===== src/rtl/conv_pkg.sv =====
// Shared widths, defaults and sample types for the conv/pool pipeline.
package conv_pkg;

  localparam int DEF_IN_W      = 18;
  localparam int DEF_OUT_W     = 8;
  localparam int DEF_FRAME_LEN = 5;
  localparam int DEF_POOL      = 2;
  localparam int DEF_SHIFT     = 4;

  localparam int N_OUT_PER_FRAME =
    (DEF_FRAME_LEN + DEF_POOL - 1) / DEF_POOL;

  typedef logic signed [DEF_IN_W-1:0]  y_t;
  typedef logic signed [DEF_OUT_W-1:0] x_t;

endpackage


===== src/rtl/conv_pool_requant_if.sv =====
// y-in / x-out valid-ready stream pair of the pool/requant stage.
// master: upstream/downstream side; slave: the stage itself.
interface conv_pool_requant_if
  import conv_pkg::*;
#(
  parameter int IN_W  = DEF_IN_W,
  parameter int OUT_W = DEF_OUT_W
);

  logic signed [IN_W-1:0]  s_data_in_y;
  logic                    s_valid_y;
  logic                    s_ready_y;
  logic signed [OUT_W-1:0] m_data_out_x;
  logic                    m_valid_x;
  logic                    m_ready_x;

  modport master (
    output s_data_in_y, s_valid_y, m_ready_x,
    input  s_ready_y, m_data_out_x, m_valid_x
  );

  modport slave (
    input  s_data_in_y, s_valid_y, m_ready_x,
    output s_ready_y, m_data_out_x, m_valid_x
  );

endinterface


===== src/rtl/requant_sat.sv =====
// Optional ReLU, floor shift and saturation IN_W -> OUT_W.
// ReLU clamp enabled by defining CONV_POOL_RELU_EN.
module requant_sat #(
  parameter int IN_W  = 18,
  parameter int OUT_W = 8,
  parameter int SHIFT = 4
) (
  input  logic signed [IN_W-1:0]  d,
  output logic signed [OUT_W-1:0] q
);

  localparam logic signed [IN_W-1:0] HI =
    IN_W'((2 ** (OUT_W - 1)) - 1);
  localparam logic signed [IN_W-1:0] LO =
    IN_W'(-(2 ** (OUT_W - 1)));

  logic signed [IN_W-1:0] r;
  logic signed [IN_W-1:0] v;

  always_comb begin
`ifdef CONV_POOL_RELU_EN
    r = d[IN_W-1] ? '0 : d;
`else
    r = d;
`endif
    v = r >>> SHIFT;
    if (v > HI)
      q = HI[OUT_W-1:0];
    else if (v < LO)
      q = LO[OUT_W-1:0];
    else
      q = v[OUT_W-1:0];
  end

endmodule


===== src/rtl/conv_pool_requant.sv =====
// Frame-aware max-pool of the y stream, requantized to x.
// Define CONV_POOL_RELU_EN to clamp pooled maxima at zero.
module conv_pool_requant
  import conv_pkg::*;
#(
  parameter int IN_W      = DEF_IN_W,
  parameter int OUT_W     = DEF_OUT_W,
  parameter int FRAME_LEN = DEF_FRAME_LEN,
  parameter int POOL      = DEF_POOL,
  parameter int SHIFT     = DEF_SHIFT
) (
  input logic clk,
  input logic reset,
  conv_pool_requant_if.slave bus
);

  localparam int CW = $clog2(FRAME_LEN + 1);
  localparam logic [CW-1:0] WIN_LAST = CW'(POOL - 1);
  localparam logic [CW-1:0] FRM_LAST = CW'(FRAME_LEN - 1);

  logic [CW-1:0]           win_cnt;
  logic [CW-1:0]           frm_cnt;
  logic signed [IN_W-1:0]  max_q;
  logic signed [IN_W-1:0]  max_nx;
  logic signed [OUT_W-1:0] rq;
  logic                    acc;
  logic                    frm_end;
  logic                    close;

  assign bus.s_ready_y = !bus.m_valid_x || bus.m_ready_x;
  assign acc     = bus.s_valid_y && bus.s_ready_y;
  assign frm_end = frm_cnt == FRM_LAST;
  // frame end also closes a short trailing window
  assign close   = frm_end || (win_cnt == WIN_LAST);

  assign max_nx =
    (win_cnt == '0 || bus.s_data_in_y > max_q) ?
    bus.s_data_in_y : max_q;

  requant_sat #(
    .IN_W  (IN_W),
    .OUT_W (OUT_W),
    .SHIFT (SHIFT)
  ) u_rq (
    .d (max_nx),
    .q (rq)
  );

  always_ff @(posedge clk or negedge reset) begin
    if (!reset) begin
      win_cnt          <= '0;
      frm_cnt          <= '0;
      max_q            <= '0;
      bus.m_data_out_x <= '0;
      bus.m_valid_x    <= 1'b0;
    end else begin
      if (acc) begin
        max_q   <= max_nx;
        win_cnt <= close ? '0 : win_cnt + CW'(1);
        frm_cnt <= frm_end ? '0 : frm_cnt + CW'(1);
      end
      if (acc && close) begin
        bus.m_data_out_x <= rq;
        bus.m_valid_x    <= 1'b1;
      end else if (bus.m_ready_x) begin
        bus.m_valid_x <= 1'b0;
      end
    end
  end

endmodule


===== src/flat_wrapper.sv =====
// flat-port wrapper written by rule: the top's interface ports become plain ports
module conv_pool_requant_flat import conv_pkg::*;
#(
  parameter int IN_W      = DEF_IN_W,
  parameter int OUT_W     = DEF_OUT_W,
  parameter int FRAME_LEN = DEF_FRAME_LEN,
  parameter int POOL      = DEF_POOL,
  parameter int SHIFT     = DEF_SHIFT
)
  (clk, reset, bus_s_data_in_y, bus_s_valid_y, bus_m_ready_x, bus_s_ready_y, bus_m_data_out_x, bus_m_valid_x);
  conv_pool_requant_if #(.IN_W(IN_W), .OUT_W(OUT_W)) bus_i ();
  input logic clk;
  input logic reset;
  input wire logic [$bits(bus_i.s_data_in_y)-1:0] bus_s_data_in_y;
  input wire logic [$bits(bus_i.s_valid_y)-1:0] bus_s_valid_y;
  input wire logic [$bits(bus_i.m_ready_x)-1:0] bus_m_ready_x;
  output wire logic [$bits(bus_i.s_ready_y)-1:0] bus_s_ready_y;
  output wire logic [$bits(bus_i.m_data_out_x)-1:0] bus_m_data_out_x;
  output wire logic [$bits(bus_i.m_valid_x)-1:0] bus_m_valid_x;
  assign bus_i.s_data_in_y = bus_s_data_in_y;
  assign bus_i.s_valid_y = bus_s_valid_y;
  assign bus_i.m_ready_x = bus_m_ready_x;
  assign bus_s_ready_y = bus_i.s_ready_y;
  assign bus_m_data_out_x = bus_i.m_data_out_x;
  assign bus_m_valid_x = bus_i.m_valid_x;
  conv_pool_requant #(.IN_W(IN_W), .OUT_W(OUT_W), .FRAME_LEN(FRAME_LEN), .POOL(POOL), .SHIFT(SHIFT)) u_core (.clk(clk), .reset(reset), .bus(bus_i));
endmodule

===== config.mk =====
export PLATFORM = sky130hd
export DESIGN_NAME = conv_pool_requant_flat
export DESIGN_NICKNAME = d
export VERILOG_FILES = /design/src/rtl/conv_pkg.sv /design/src/rtl/conv_pool_requant_if.sv /design/src/rtl/requant_sat.sv /design/src/rtl/conv_pool_requant.sv /design/src/flat_wrapper.sv
export SDC_FILE = /design/constraint.sdc
export NUM_CORES = 1
export LEC_CHECK = 0
export CORE_MARGIN = 2
export CORE_UTILIZATION = 60
export CTS_CLUSTER_SIZE = 20
export DETAILED_ROUTE_END_ITERATION = 8
export PLACE_DENSITY = 0.91
export SLEW_MARGIN = 10
export SYNTH_ARGS = -nofsm -noshare
export SYNTH_HDL_FRONTEND = slang
export SYNTH_HIERARCHICAL = 1
export SYNTH_SLANG_ARGS = --single-unit

===== constraint.sdc =====
create_clock -name clk -period 7.4 [get_ports clk]
set_input_delay 1.48 -clock clk [delete_from_list [all_inputs] [get_ports clk]]
set_output_delay 1.48 -clock clk [all_outputs]
set_load 0.005 [all_outputs]

==> results of run 1 <==
==> metal layers <==
layer | vias to the layer above | routed length, um | part of all wire (%)
met5 | - | 0 | 0
met4 | 0 | 111 | 1.8
met3 | 13 | 396 | 6.6
met2 | 98 | 2970 | 49
met1 | 1101 | 2550 | 42
li1 | 1054 | - | -
==> stage by stage <==
stage / setup WS, ps / util (%) / total power (W)
detailed placement: 1460 / 68.1 / 0.00129
floorplan: 2790 / - / 0.00110
global route: 1290 / 70.0 / 0.00156
CTS: 1730 / 70.0 / 0.00143
finish: 1620 / 70.0 / 0.00144
global placement: 1630 / 68.1 / 0.00124
==> worst min path at each step <==
stage | start | end | slack [ps] | cells past startpoint
2_1_floorplan | u_core/frm_cnt[2]$_DFFE_PN0P_ | u_core/frm_cnt[2]$_DFFE_PN0P_ | 450 | 1
3_3_place_gp | u_core/frm_cnt[2]$_DFFE_PN0P_ | u_core/frm_cnt[2]$_DFFE_PN0P_ | 480 | 1
3_5_place_dp | u_core/frm_cnt[2]$_DFFE_PN0P_ | u_core/frm_cnt[2]$_DFFE_PN0P_ | 480 | 1
4_1_cts | u_core/frm_cnt[2]$_DFFE_PN0P_ | u_core/frm_cnt[2]$_DFFE_PN0P_ | 480 | 1
5_1_grt | u_core/frm_cnt[2]$_DFFE_PN0P_ | u_core/frm_cnt[2]$_DFFE_PN0P_ | 510 | 1
6_report | u_core/frm_cnt[2]$_DFFE_PN0P_ | u_core/frm_cnt[2]$_DFFE_PN0P_ | 480 | 1
==> sequential cells by signal (all words and copies together) (netlist names) <==
| signal | flops |
|---|---|
| u_core/bus.m_valid_x | 1 |
| u_core/win_cnt | 3 |
| u_core/bus.m_data_out_x | 8 |
| u_core/frm_cnt | 3 |
| u_core/max_q | 18 |
==> final cells by class <==
class | count | area (sq um)
multi-input cells | 193 | 1610
fillers | 338 | 1290
flip-flops and latches | 33 | 826
repair buffers | 33 | 325
inverters | 27 | 101
clock buffers | 6 | 72.6
well taps | 52 | 65.1
clock inverters | 2 | 10.0
==> report_power, final <==
part           internal (W)  switching (W)  total [W]
Sequential         0.000276      0.0000771   0.000353
Combinational      0.000434       0.000514   0.000948
Clock             0.0000652      0.0000696   0.000135
Total              0.000775       0.000660    0.00144
==> summary.txt, run 1 <==
Detailed routing
  – Initial DRC count: 293
  – Routed Antenna Nets: 0
  – Routed via count: 2266
  – Final WL: 6040 um
  – WL per Instance: 17.4 um
  – Via-per-instance ratio: between 6 and 7
  – Post-route DRC: 0
  – First-pass DRT Iterations: 5

GRT
  – Initial antenna violation count: 0
  – Congestion Overflow GR: 0
  – Met3 usage: 5.48%
  – Largest net degree at the start of global routing: 34
  – Gr busiest metal: met2
  – First-pass GRT wire length: between 10000 and 15000 um
  – Global-route usage over all layers: 26.4%
  – Met1 Use GR: a little over a third
  – Vias in the first global route: between 2000 and 2500
  – Met2 usage: approximately two fifths

Placed design
  – Dpl cells: 338
  – Port Buf Inserts: 31
  – Placer Congestion: just over 0.9
  – Placed Area: 0.00292 sq mm
  – Detailed placement HPWL: 4230 um

Pwr
  – Pleak: 1.32 nW
  – Worst VDD drop: 226 uV
  – PD cells: 478 mW/mm^2

Worst setup path
  – Crit path max-delay family: simple AND/OR/NAND/NOR gates
  – Worst Path Required: 7570 ps
  – CP max-delay cell: ha_1
  – CP Cell Sequence: clkdlybuf4s50_1 > ha_1 > nand4_2 > nor3_1 > a22oi_1 > nand3_2 > a21oi_1 > nor3_1 > a221o_1 > or4_4 > nor4_2 > o2bb2ai_1 > mux2_2
  – Crit path kind: in2reg
  – CP most frequent cell: nor3_1
  – Worst setup EP type: flip-flop
  – Worst Path Buf+Inv: 1
  – Levels on crit path: 13
  – WP data arrival: 5950 ps
  – Peak fanout along the critical path: 27
  – Crit-path max cell delay: 650 ps
  – Crit path from: bus_s_data_in_y[17]
  – R2R cell count: 13
  – Reg2Reg Capture Point: u_core/bus.m_data_out_x[0]$_DFFE_PN0P_
  – Reg-to-reg critical path startpoint: u_core/max_q[17]$_DFFE_PN0P_
  – Startpoint Class: input port
  – R2R Setup Slk: 2890 ps
  – End point of the critical path: u_core/bus.m_data_out_x[0]$_DFFE_PN0P_

Clock tree
  – Hold buffer count at cts: 0
  – Post-CTS setup buffer count: 0
  – Post-CTS resize count: 0
  – H-tree levels: 2
  – Worst skew pair latency: between 200 and 300 ps
  – Number of clock sinks: 33
  – CTS tree: yes
  – Bufs on Longest Clock Path: 2
  – Clk Tree Root Cell: clkbuf_8
  – CTS clk-pin slew, worst paths: 70 ps
  – CTS Buf Count: 5

STA
  – Final setup viols: 0
  – Max Fclk: roughly 170 MHz
  – Minimum clock period: 5780 ps
  – Min Hold Slack: 484 ps
  – Max-slew violations: 0
  – Slew of the pin with the lowest slew margin: 1100 ps
  – Unrepaired setup endpoints after global routing: no
  – Setup TNS: 0 ps
  – Clock skew: roughly 6.3 ps
  – Worst rel slew slack: 26.5%
  – Final Hold Viols: 0
  – Final period util: approximately four fifths

Die
  – Die Y: 70.4 um
  – Die X-Extent: approximately 70 um
  – Die Footprint: 0.00495 sq mm
  – Core area: 0.00429 sq mm
  – Number of I/O pins: 32
  – Initial Util: 61.5%
  – FP Rows: 24

Layout
  – Area Growth Syn to Fin: 13.8%
  – Finished Layout Cells: 346
  – Most frequent cells in the layout: dfrtp_1, clkdlybuf4s50_1, inv_1
  – Diode count: 0
  – Count of nets after finishing: 338
  – Most common cell after layout, fill and taps aside: dfrtp_1
  – Layout cell share with drive strength beyond 1: around 16%
  – Non-Filler Cell Area, Final: about 0.003 sq mm

Worst hold path
  – Worst min path class: reg2reg

Logic synthesis
  – Mapped Nets: around 320
  – Synthesized area per cell: 9.71 sq um
  – Cells after Synth: between 200 and 300
  – Synth warn: 6
  – Mapped cell area: 0.00264 sq mm

Flow run
  – Max-Cap Viols: 0

Run status
  – Run status: finished clean
No activity file was read; power rests on OpenSTA's default activity.
==> run 2, diff against run 1 <==
Settings changed: CORE_UTILIZATION 60 to 57, PLACE_DENSITY 0.91 to 0.87.
Clock period 7.4 ns to 5.8 ns, I/O delays scaled along.
==> run 2 against run 1 <==
Clock-buffer cell count increased by 1. Sequential share of layout area shrank 0.51 points. Cell count increased by 0.87%. Global-route usage is 2.5 points lower. Design area is 1.9% higher. Largest power group unchanged. Highest routed layer unchanged.
==> summary.txt, run 2 (synthesis results as in run 1) <==
Placed design
  – Placed Area: 0.00295 sq mm (+0.77%)
  – Placer Congestion: 0.929 (+1.9%)
  – Port Buf Inserts: 31 (unchanged)
  – Detailed placement HPWL: 4060 um (-4.2%)

Run status
  – Run status: finished clean

GRT
  – Congestion Overflow GR: 0 (unchanged)
  – Largest net degree at the start of global routing: 34 (unchanged)
  – Global-route usage over all layers: 23.9% (-2.5 points)
  – Initial antenna violation count: 0 (unchanged)
  – Vias in the first global route: 2137 (-0.42%)
  – First-pass GRT wire length: 9720 um (-6.6%)

STA
  – Final setup viols: 0 (unchanged)
  – Clock skew: 6.26 ps (-0.0666 ps)
  – Setup TNS: 0 ps (unchanged)
  – Max Fclk: 212 MHz
  – Unrepaired setup endpoints after global routing: no
  – Final Hold Viols: 0 (unchanged)
  – Minimum clock period: about 4700 ps
  – Max-slew violations: 0 (unchanged)
  – Final period util: 81.3%
  – Worst rel slew slack: 59.8% (+33 points)
  – Slew of the pin with the lowest slew margin: 604 ps (-499 ps)

Detailed routing
  – WL per Instance: 16.5 um (-5.2%)
  – Routed via count: 2251 (-0.66%)
  – Via-per-instance ratio: 6.45 (-1.5%)
  – Routed Antenna Nets: 0 (unchanged)
  – Final WL: 5770 um (-4.4%)
  – Initial DRC count: 223 (-24%)
  – Post-route DRC: 0 (unchanged)
  – First-pass DRT Iterations: 7 (+2)

Clock tree
  – Bufs on Longest Clock Path: 2 (unchanged)
  – Post-CTS setup buffer count: 0 (unchanged)
  – Post-CTS resize count: 0 (unchanged)
  – CTS clk-pin slew, worst paths: 70 ps (about the same)
  – CTS Buf Count: 5 (unchanged)
  – Number of clock sinks: 33 (unchanged)
  – Clk Tree Root Cell: clkbuf_8
  – CTS tree: yes
  – Hold buffer count at cts: 0 (unchanged)
  – H-tree levels: 2 (unchanged)
  – Worst skew pair latency: 290 ps (about the same)

Die
  – Number of I/O pins: 32 (unchanged)
  – Initial Util: 59.8% (-1.7 points)
  – Core area: 0.00441 sq mm (+2.8%)
  – Die Y: 72.1 um (+2.4%)
  – FP Rows: 24 (unchanged)
  – Die X-Extent: 72.1 um (+2.4%)
  – Die Footprint: 0.00519 sq mm (+4.9%)

Layout
  – Area Growth Syn to Fin: 15.9%
  – Max FFs per register: 18 (unchanged)
  – Count of nets after finishing: 341 (+0.89%)
  – Most frequent cells in the layout: dfrtp_1, clkdlybuf4s50_1, inv_1
  – Top reg by flops: u_core/max_q
  – Non-Filler Cell Area, Final: 0.00306 sq mm (+1.9%)
  – Regs by FF count: u_core/max_q (18), u_core/bus.m_data_out_x (8)
  – Most common cell after layout, fill and taps aside: dfrtp_1
  – Layout cell share with drive strength beyond 1: 17.2% (+0.85 points)
  – Diode count: 0 (unchanged)

Pwr
  – PD cells: 620 mW/mm^2 (+30%)
  – Combinational share of power: 64.7% (-1.3 points)
  – Sw Pwr: 0.000843 W (+28%)
  – Clock power frac: 12.0% (+2.6 points)
  – Int Pwr: 0.00106 W (+36%)
  – Pleak: 1.35 nW (+2.1%)
  – Worst VDD drop: 355 uV (+57%)
  – Switching share of power: 44.4% (-1.6 points)
  – Sequential share of power: 23.3% (-1.3 points)
  – Total power: 0.00190 W (+32%)

Worst setup path
  – Worst Path Required: 5980 ps (-1590 ps)
  – Startpoint Class: input port
  – Reg-to-reg critical path startpoint: u_core/max_q[9]$_DFFE_PN0P_
  – Crit path from: bus_s_data_in_y[9]
  – WP data arrival: 4890 ps (-1060 ps)
  – Crit path kind: in2reg
  – Worst setup EP type: flip-flop
  – Peak fanout along the critical path: 14 (-48%)

Worst hold path
  – HP Start: u_core/frm_cnt[2]$_DFFE_PN0P_
  – Worst min path class: reg2reg

Flow run
  – Max-Cap Viols: 0 (unchanged)
[run 2: changes by cell type in the layout (fill, tap and decap cells not counted)]
cell,change
bufinv_16,+1
buf_4,+3
clkbuf_8,+1
clkinv_2,-2
[run 2: layout make-up]
type / count / area (sq um)
Clock inverter: 1 / 30.0
Timing Repair Buffer: 36 / 348
Clock buffer: 7 / 86.3
Fill cell: 343 / 1350
Inverter: 27 / 101
Sequential cell: 33 / 826
Tap cell: 52 / 65.1
Multi-Input combinational cell: 193 / 1610
[run 2: metrics by stage]
step | worst slack [ps] | utilization (%) | hold slack [ps] | std cells
after floorplan | 1510 | - | 451 | 272
after global placement | 974 | 66.7 | 471 | 341
after detailed placement | 846 | 66.7 | 486 | 341
after CTS | 1140 | 69.4 | 498 | 349
after global routing | 940 | 69.4 | 527 | 349
final | 1090 | 69.4 | 496 | 349
[run 2: final timing paths]
check / cells after the start / end / slack, ps
setup / recovery: 12 / u_core/bus.m_data_out_x[1]$_DFFE_PN0P_ / 1090
hold reg to reg: 1 / u_core/frm_cnt[2]$_DFFE_PN0P_ / 500
max in group asynchronous: 2 / u_core/frm_cnt[2]$_DFFE_PN0P_ / 4230
min in group asynchronous: 2 / u_core/max_q[9]$_DFFE_PN0P_ / 1270
setup reg to reg: 12 / u_core/bus.m_data_out_x[1]$_DFFE_PN0P_ / 2000
hold / removal: 1 / u_core/frm_cnt[2]$_DFFE_PN0P_ / 500
[run 2: power by group through the flow]
stage / registers, W / clock network [W] / logic, W
floorplan: 0.000427 / 0 / 0.000978
global placement: 0.000440 / 0 / 0.00117
detailed placement: 0.000446 / 0 / 0.00121
CTS: 0.000442 / 0.000233 / 0.00122
global route: 0.000460 / 0.000243 / 0.00135
finish: 0.000443 / 0.000227 / 0.00123
[run 2: worst max-delay path, stage by stage]
cell	delay, ps
clkdlybuf4s50_1	480
ha_1	360
nand4_1	220
nor4_4	380
a2bb2oi_1	140
and4_1	390
a22o_1	250
a221o_1	310
or4_4	630
nor4_2	180
o2bb2ai_1	120
mux2_2	270
[run 2: layer usage]
| layer | routed length, um | track usage [%] |
|---|---|---|
| met5 | 0 | 0 |
| met1 | 2530 | 31.2 |
| met3 | 308 | 5.56 |
| met4 | 176 | 11.9 |
| met2 | 2750 | 37.2 |
==> run 3, diff against run 2 <==
Clock period 5.8 ns to 4.5 ns, I/O delays scaled along.
==> run 3 against run 2 <==
Clock-buffer cell count stayed put. Clock skew grew 5.7 ps. Design area is 2.9% higher. Utilization up 2.0 points. Wire length up 3.3%. Critical path depth grew 1. Non-clock buffer count is 12 higher. Cell count is 3.4% higher. First-iteration DRC count is 8.1% lower. Combinational power grew 32%. Register-to-register slack worse by 1100 ps. Global-route usage increased by 1.2 points.
==> summary.txt, run 3 (synthesis results as in run 1) <==
Run status
  – Run status: finished clean

Worst setup path
  – Crit-path max cell delay: 630 ps (about the same)
  – Worst Path Required: 4680 ps (-1300 ps)
  – Crit path kind: in2reg
  – CP Cell Sequence: clkdlybuf4s50_1 > ha_1 > a21o_1 > a21oi_1 > a2bb2oi_1 > nand3_2 > and2_1 > a22o_1 > a221o_1 > or4_4 > nor4_2 > o2bb2ai_1 > mux2_2
  – Startpoint Class: input port
  – CP max-delay cell: or4_4
  – WP data arrival: 4400 ps (-490 ps)
  – Worst setup EP type: flip-flop
  – Peak fanout along the critical path: 7 (-7)

Layout
  – Max FFs per register: 18 (unchanged)
  – Diode count: 0 (unchanged)
  – Storage element area: 826 sq um (unchanged)
  – Non-Filler Cell Area, Final: 0.00315 sq mm (+2.9%)
  – Area taken by multi-input logic gates: 0.00161 sq mm (unchanged)
  – Regs by FF count: u_core/max_q (18), u_core/bus.m_data_out_x (8)
  – Area Growth Syn to Fin: 19.3%
  – Fillers: 326 (-5.0%)
  – Most common cell after layout, fill and taps aside: dfrtp_1
  – Finished Layout Cells: 361 (+3.4%)
  – Most frequent cells in the layout: dfrtp_1, clkdlybuf4s50_1, inv_1
  – Fin util: 71.4% (+2.0 points)
  – Layout cell share with drive strength beyond 1: 20.4% (+3.2 points)
  – Count of nets after finishing: 353 (+3.5%)
  – Top reg by flops: u_core/max_q

STA
  – Setup TNS: 0 ps (unchanged)
  – Final Hold Viols: 0 (unchanged)
  – Max-slew violations: 0 (unchanged)
  – Unrepaired setup endpoints after global routing: no
  – Final setup viols: 0 (unchanged)
  – Max Fclk: 237 MHz
  – Final period util: a little over nine tenths
  – Worst rel slew slack: 62.5% (+2.7 points)
  – Min Hold Slack: 492 ps (-4.32 ps)
  – Clock skew: 11.9 ps (+5.67 ps)
  – Slew of the pin with the lowest slew margin: 561 ps (-42.4 ps)
  – Minimum clock period: 4220 ps

Detailed routing
  – Post-route DRC: 0 (unchanged)
  – Routed Antenna Nets: 0 (unchanged)
  – Routed via count: 2249 (-0.089%)
  – Via-per-instance ratio: 6.23 (-3.4%)
  – Initial DRC count: 205 (-8.1%)
  – WL per Instance: 16.5 um (-0.14%)
  – First-pass DRT Iterations: 4 (-3)
  – Final WL: 5960 um (+3.3%)

Die
  – Number of I/O pins: 32 (unchanged)
  – Core area: 0.00441 sq mm (unchanged)
  – Die Y: 72.1 um (unchanged)
  – Initial Util: 59.8% (unchanged)
  – Die X-Extent: 72.1 um (unchanged)
  – Die Footprint: 0.00519 sq mm (unchanged)
  – FP Rows: 24 (unchanged)

Pwr
  – Worst VDD drop: 394 uV (+11%)
  – Pleak: 1.41 nW (+4.3%)
  – PD cells: 789 mW/mm^2 (+27%)

Clock tree
  – Number of clock sinks: 33 (unchanged)
  – Bufs on Longest Clock Path: 2 (unchanged)
  – Worst skew pair latency: 290 ps (about the same)
  – Hold buffer count at cts: 0 (unchanged)
  – H-tree levels: 2 (unchanged)
  – Post-CTS setup buffer count: 0 (unchanged)
  – CTS Buf Count: 5 (unchanged)
  – Post-CTS resize count: 0 (unchanged)
  – Clk Tree Root Cell: clkbuf_8
  – CTS tree: yes
  – CTS clk-pin slew, worst paths: 70 ps (about the same)

Placed design
  – Port Buf Inserts: 31 (unchanged)
  – Placed Area: 0.00304 sq mm (+3.1%)
  – Placer Congestion: 0.875 (-5.8%)
  – Dpl cells: 353 (+3.5%)
  – Detailed placement HPWL: 4270 um (+5.2%)

GRT
  – Initial antenna violation count: 0 (unchanged)
  – Vias in the first global route: 2137 (unchanged)
  – Congestion Overflow GR: 0 (unchanged)
  – Largest net degree at the start of global routing: 34 (unchanged)
  – Global-route usage over all layers: 25.1% (+1.2 points)
  – First-pass GRT wire length: 10100 um (+3.8%)

Flow run
  – Max-Cap Viols: 0 (unchanged)

Worst hold path
  – Worst min path class: reg2reg
run 3: cell count changes in the layout (fill, tap and decap cells not counted), sizes merged:
| cell | before | now |
|---|---|---|
| buf | 5 | 17 |
run 3: area by class of cell:
| type | count | area share [%] |
|---|---|---|
| clock buffers | 7 | 2.74 |
| clock inverters | 1 | 0.953 |
| inverters | 27 | 3.22 |
| multi-input cells | 193 | 50.9 |
| flip-flops and latches | 33 | 26.2 |
| well taps | 52 | 2.06 |
| repair buffers | 48 | 13.9 |
run 3: through the flow:
stage | worst slack [ps] | power (W)
3_3_place_gp | 121 | 0.00211
6_report | 277 | 0.00249
3_5_place_dp | 20.3 | 0.00217
5_1_grt | 68.2 | 0.00269
2_1_floorplan | 472 | 0.00181
4_1_cts | 296 | 0.00249
run 3: critical path: cells and delay by family:
family                   cells  cell delay (ps)
AO/OA/AOI/OAI                6             1280
AND/OR/NAND/NOR              4             1200
buffers and inverters        1              430
adder cells (fa/ha/maj)      1              330
multiplexers                 1              270
run 3: final timing paths:
| kind | from | endpoint | slack (ps) | cells past startpoint |
|---|---|---|---|---|
| worst max-delay path | bus_s_data_in_y[15] | u_core/bus.m_data_out_x[6]$_DFFE_PN0P_ | 280 | 13 |
| worst min-delay path | u_core/frm_cnt[2]$_DFFE_PN0P_ | u_core/frm_cnt[2]$_DFFE_PN0P_ | 490 | 1 |
| worst max register to register | u_core/max_q[9]$_DFFE_PN0P_ | u_core/bus.m_data_out_x[6]$_DFFE_PN0P_ | 880 | 12 |
| worst min register to register | u_core/frm_cnt[2]$_DFFE_PN0P_ | u_core/frm_cnt[2]$_DFFE_PN0P_ | 490 | 1 |
| max in group asynchronous | reset | u_core/bus.m_valid_x$_DFFE_PN0P_ | 3170 | 2 |
| min in group asynchronous | reset | u_core/max_q[13]$_DFFE_PN0P_ | 1010 | 2 |
run 3: report_power, final:
group | internal, W | total (W) | switching [W]
Sequential | 0.000454 | 0.000573 | 0.000119
Combinational | 0.000763 | 0.00162 | 0.000859
Clock | 0.000181 | 0.000291 | 0.000110
Total | 0.00140 | 0.00249 | 0.00109
run 3: layer usage:
metal	up-vias	track usage (%)	wire length, um
li1	1083	-	-
met1	1081	31.4	2570
met2	68	42.1	2930
met3	17	5.42	315
met4	0	9.85	147
met5	-	0	0
